--- src/rtl/vivaldi_pkg.sv ---
// vivaldi_pkg: shared types and constants for the vivaldi pattern sequencer.
package vivaldi_pkg;
  localparam int GAIN_MAX = 100;
  // Stored step field widths; the sequencer's PHASE_W/DUR_W default to these and resize at the ports.
  localparam int STEP_PHASE_W = 24;
  localparam int STEP_DUR_W = 16;
  typedef enum logic [1:0] {SINE, SQUARE, TRIANGLE, SAWTOOTH} wave_e;
  typedef enum logic [1:0] {IDLE, LOAD, PLAY, DONE} seq_state_e;
  typedef struct packed {
    wave_e wave;
    logic [STEP_PHASE_W-1:0] phase_inc;
    logic [6:0] gain;
    logic [STEP_DUR_W-1:0] dur;
  } step_t;
  function automatic logic [6:0] sat_gain(input logic [6:0] g);
    return (g > 7'(GAIN_MAX)) ? 7'(GAIN_MAX) : g;
  endfunction
endpackage

--- src/rtl/vivaldi_step_ram.sv ---
// vivaldi_step_ram: DEPTH x step_t pattern store, one write port, registered read, no reset.
module vivaldi_step_ram
  import vivaldi_pkg::*;
#(
  parameter int DEPTH = 16,
  localparam int AW = $clog2(DEPTH)
) (
  input  logic          clk_i,
  input  logic          we,
  input  logic [AW-1:0] wa,
  input  step_t         wd,
  input  logic [AW-1:0] ra,
  output step_t         rd
);
  step_t mem [DEPTH];
  always_ff @(posedge clk_i) begin
    if (we) mem[wa] <= wd;
    rd <= mem[ra];
  end
endmodule

--- src/rtl/vivaldi_sequencer.sv ---
// vivaldi_sequencer: steps through a programmed note pattern, driving oscillator
// waveform, pitch and gain once per step duration counted in sample ticks.
module vivaldi_sequencer
  import vivaldi_pkg::*;
#(
  parameter int DEPTH = 16,
  parameter int PHASE_W = 24,
  parameter int DUR_W = 16,
  localparam int AW = $clog2(DEPTH)
) (
  input  logic               clk_i,
  input  logic               rst_i,
  input  logic               wr_en_i,
  input  logic [AW-1:0]      wr_addr_i,
  input  logic [1:0]         wr_wave_i,
  input  logic [PHASE_W-1:0] wr_phase_inc_i,
  input  logic [6:0]         wr_gain_i,
  input  logic [DUR_W-1:0]   wr_dur_i,
  input  logic [AW:0]        length_i,
  input  logic               start_i,
  input  logic               stop_i,
  input  logic               loop_i,
  input  logic               sample_tick_i,
  output logic [1:0]         wave_sel_o,
  output logic [PHASE_W-1:0] phase_inc_o,
  output logic [6:0]         gain_o,
  output logic [AW-1:0]      step_o,
  output logic               busy_o,
  output logic               note_start_o,
  output logic               done_o
);
  seq_state_e state, state_d;
  logic [AW-1:0] step_d;
  logic [AW:0] len_r;
  logic [DUR_W-1:0] dur_r, cnt;
  logic [DUR_W:0] cnt_n, dur_eff;
  logic len_ok, last, note_end;
  step_t wr_step, rd;

  assign wr_step = '{wave: wave_e'(wr_wave_i), phase_inc: STEP_PHASE_W'(wr_phase_inc_i),
                     gain: wr_gain_i, dur: STEP_DUR_W'(wr_dur_i)};

  // Read address follows the step about to be entered, so its entry is ready during LOAD.
  vivaldi_step_ram #(.DEPTH(DEPTH)) u_ram (
    .clk_i (clk_i),
    .we    (wr_en_i),
    .wa    (wr_addr_i),
    .wd    (wr_step),
    .ra    (step_d),
    .rd    (rd)
  );

  assign len_ok = (length_i != '0) && (length_i <= (AW+1)'(DEPTH));
  assign last = {1'b0, step_o} == len_r - (AW+1)'(1);
  assign cnt_n = {1'b0, cnt} + {{DUR_W{1'b0}}, sample_tick_i};
  assign dur_eff = (dur_r == '0) ? (DUR_W+1)'(1) : {1'b0, dur_r};
  // cnt can already equal dur_eff on entering PLAY when a tick landed in LOAD.
  assign note_end = (state == PLAY) && (cnt_n >= dur_eff);
  assign busy_o = (state == LOAD) || (state == PLAY);
  assign done_o = state == DONE;

  always_ff @(posedge clk_i or posedge rst_i) begin
    if (rst_i) state <= IDLE;
    else state <= state_d;
  end

  always_comb begin
    state_d = state;
    step_d = step_o;
    if (stop_i) state_d = IDLE;
    else
      case (state)
        IDLE: if (start_i && len_ok) begin
          state_d = LOAD;
          step_d = '0;
        end
        LOAD: state_d = PLAY;
        PLAY: if (note_end) begin
          state_d = (!last || loop_i) ? LOAD : DONE;
          step_d = !last ? step_o + AW'(1) : loop_i ? '0 : step_o;
        end
        default: state_d = IDLE;
      endcase
  end

  always_ff @(posedge clk_i or posedge rst_i) begin
    if (rst_i) begin
      step_o <= '0;
      wave_sel_o <= '0;
      phase_inc_o <= '0;
      gain_o <= '0;
      note_start_o <= 1'b0;
      len_r <= '0;
      dur_r <= '0;
      cnt <= '0;
    end else begin
      step_o <= step_d;
      note_start_o <= (state == LOAD) && !stop_i;
      if (state == IDLE && state_d == LOAD) len_r <= length_i;
      if (state == LOAD && !stop_i) begin
        wave_sel_o <= rd.wave;
        phase_inc_o <= PHASE_W'(rd.phase_inc);
        gain_o <= sat_gain(rd.gain);
        dur_r <= DUR_W'(rd.dur);
      end else if (state_d == IDLE || state_d == DONE) gain_o <= '0;
      cnt <= (state == LOAD) ? DUR_W'(sample_tick_i) :
             (state == PLAY && sample_tick_i) ? cnt_n[DUR_W-1:0] : cnt;
    end
  end
endmodule

--- config.mk ---
export PLATFORM = sky130hd
export DESIGN_NAME = vivaldi_sequencer
export DESIGN_NICKNAME = d
export VERILOG_FILES = /design/src/rtl/vivaldi_pkg.sv /design/src/rtl/vivaldi_step_ram.sv /design/src/rtl/vivaldi_sequencer.sv
export SDC_FILE = /design/constraint.sdc
export NUM_CORES = 1
export LEC_CHECK = 0
export ABC_AREA = 1
export CAP_MARGIN = 15
export CORE_MARGIN = 1
export CORE_UTILIZATION = 61
export CTS_CLUSTER_SIZE = 12
export DETAILED_ROUTE_END_ITERATION = 10
export MAX_ROUTING_LAYER = met4
export PLACE_DENSITY_LB_ADDON = 0.1
export SYNTH_ARGS = -nofsm -noshare
export SYNTH_HDL_FRONTEND = slang
export SYNTH_SLANG_ARGS = --single-unit
--- constraint.sdc ---
create_clock -name clk_i -period 5.1 [get_ports clk_i]
set_clock_uncertainty 0.05 [all_clocks]
set_input_delay 0.765 -clock clk_i [delete_from_list [all_inputs] [get_ports clk_i]]
set_output_delay 0.765 -clock clk_i [all_outputs]
set_load 0.05 [all_outputs]
==> metrics.txt <==
CTS Sinks=a little over 900; synthesized instance count=between 3000 and 4000; Worst-Skew Late Latency=around 0.64 ns; Synth Area per Inst=11.6 µm²; Worst-path clk slew=roughly 0.060 ns; setup violators final=0; antenna viol nets, final=0; Seq/Total Area, Yosys=0.715; Yosys Warn Count=0; Post-DP Area=39900 µm²; largest cells by area after synthesis=edfxtp_1 64%, nand3_1 14%, nand2_1 8.2%, dfrtp_1 5.2%, dfxtp_1 2.7%; Synth async-reset ratio=0.0846; Final WS setup=0.396 ns; vias=approximately 26000; Final Hold Vio Count=0; min Tclk post-route=roughly 4.7 ns; # IOs=105; ratio of cells with drive above 1 in the final layout=0.0864; TritonCTS Buffers=91; Final period util=0.922; critical path launch point type=input pin; All-Layer GR Usage=0.322; Critical Path RT=approximately 5.5 ns; Critical path origin=sample_tick_i; crit path DAT=between 5 and 6 ns; P_leak=roughly 16 nW; Area Overhead vs Synth=15.7%; DR DRC count=0; utilization after layout=0.719; htree depth=3; first-pass GRT wire length=roughly 140 mm; Slew headroom=0.201; via/cell ratio=between 6 and 7; # Max-Cap Violations=0; Layout Nets=between 3000 and 4000; most common cell after layout, fill and taps aside=nand3_1; initial antenna violation count=2; Die ar.=just over 60000 µm²; final WL=around 96 mm; First-pass DRT Iterations=8; crit path kind=input pin to flop; core area=59500 µm²; Starting Density=0.622; area leader, netlist=edfxtp_1; number of DRC markers in iteration 0=around 3100; DIE WIDTH=roughly 250 µm; actual slew at the worst max-slew pin=around 1.2 ns; outcome=complete, no violations; post-route cell area=~43000 µm²; most used cell, CP=nand3_1; die height=roughly 250 µm; flops & latches, synth=between 900 and 1000; routed len/inst=about 23 µm; PortBufs=about 100; FMAX=0.213 GHz; CP peak stage delay=0.53 ns; hold_sp=u_ram.rd[25]$_DFF_P_; Max FO, Critical Path=30; dpl hpwl=51.7 mm; num rows=just under 90; CTS max path bufs=3; max-slew violations=0; unrepaired setup endpoints after global routing=false; most frequent cells in the layout=1002 x nand3_1, 804 x nand2_1, 784 x edfxtp_1, 104 x clkdlybuf4s50_1, 96 x clkbuf_16; R2R Path Start=cnt[0]$_DFFE_PP0P_; Setup WS pre-CTS=-0.232 ns; worst hold path type=flop to flop; Layout fillers=roughly 4000; Worst setup EP type=flop; vias in the first global route=24800; Fin Hold WS=roughly 0.37 ns; largest vdd supply drop=364 µV; Synth cell types=43; Routability Congestion=about 0.85; post-synthesis cell area=roughly 37000 µm²; Primary FF master, synth=edfxtp_1; Post-synth EDFFs=784; Slowest cell on crit path=clkdlybuf4s50_1; power density cells=382 nW/µm²; largest net degree at the start of global routing=71; Root Buffer=clkbuf_16; Syn Nets=roughly 3300; grt ovf=0; CTS tree=yes; Synth top area share=0.637
==> synth_stat cells, types with 2 or more instances <==
cell	n
ha_1	25
clkbuf_1	81
nand2_4	2
o31ai_1	2
xor2_1	13
nor4_1	3
buf_1	2
o21ai_0	31
nand3_1	1002
nand2_1	804
nand3b_1	3
nor3_1	7
a21oi_1	4
inv_2	6
nand4_1	2
inv_1	79
nand3_2	2
dfxtp_1	49
xnor2_1	2
edfxtp_1	784
buf_4	10
nor2_1	44
nor2_2	2
o32ai_1	2
buf_2	121
o22ai_1	11
nand2_2	5
dfrtp_1	77
==> timing repair <==
| action | 4_1_cts | 5_1_grt |
|---|---|---|
| gates resized for setup | 0 | 5 |
| hold buffers | 0 | 0 |
| endpoints found under the setup margin | 0 | 11 |
| buffers inserted | 0 | 0 |
==> layer usage <==
metal	vias to the layer above	GRT usage	share of wire
met5	-	-	0
met4	0	0.109	0.030
met3	232	0.0519	0.10
met2	1508	0.487	0.47
met1	12600	0.450	0.40
li1	11600	-	-
==> sequential cells by signal (all words and copies together), names as in the netlist <==
signal and count:
u_ram.mem 784, u_ram.rd 49, phase_inc_o 24, cnt 16, dur_r 16, gain_o 7
len_r 5, step_o 4, state 2, wave_sel_o 2, note_start_o 1
==> stage by stage <==
stage               total power (W)  TNS [ns]  instances
floorplan                   0.00960         0       3190
global placement             0.0101     -1.84       3991
detailed placement           0.0102     -7.34       3991
CTS                          0.0164         0       4162
global route                 0.0169         0       4166
finish                       0.0163         0       4167
==> worst max-delay path, delay by kind of cell <==
family | cells | cell delay (ns)
buffers and inverters | 4 | 0.95
and+or+nand+nor | 22 | 2.66
xor gates and xnor gates | 1 | 0.22
adders and majority gates | 2 | 0.50
==> layout make-up <==
class | instances | area (µm²) | share of cell area
Antenna cell | 3 | 7.51 | 0.000175
Clock buffer | 159 | 2670 | 0.0623
Clock inverter | 12 | 118 | 0.00275
Inverter | 87 | 330 | 0.00772
Multi-Input combinational cell | 1979 | 9390 | 0.219
Sequential cell | 910 | 26500 | 0.618
Tap cell | 773 | 967 | 0.0226
Timing Repair Buffer | 244 | 2850 | 0.0667
==> report_power, final <==
group	internal (W)	leakage [nW]	switching [W]
combinational	0.000469	6.11	0.00100
clock	0.00359	1.34	0.00270
sequential	0.00843	8.50	0.000144
==> cells by family after synthesis <==
| logic type | share of synthesized area |
|---|---|
| and+or+nand+nor | 0.227 |
| muxes | 0.000304 |
| DFF | 0.715 |
| AOI/OAI and AO/OA | 0.00995 |
| buffers and inverters | 0.0357 |
| adders and majority gates | 0.00846 |
| xor gates and xnor gates | 0.00355 |
==> worst paths after layout <==
check                                               to  slack (ns)  cells past startpoint
setup / recovery                   u_ram.rd[8]$_DFF_P_        0.40                     29
min in group asynchronous  phase_inc_o[19]$_DFFE_PP0P_        0.52                      2
hold / removal              phase_inc_o[2]$_DFFE_PP0P_        0.37                      2
max in group asynchronous        dur_r[11]$_DFFE_PP0P_        3.39                      3
hold reg to reg             phase_inc_o[2]$_DFFE_PP0P_        0.37                      2
setup reg to reg                   u_ram.rd[8]$_DFF_P_        0.72                     28
(Power assumes the default switching activity.)
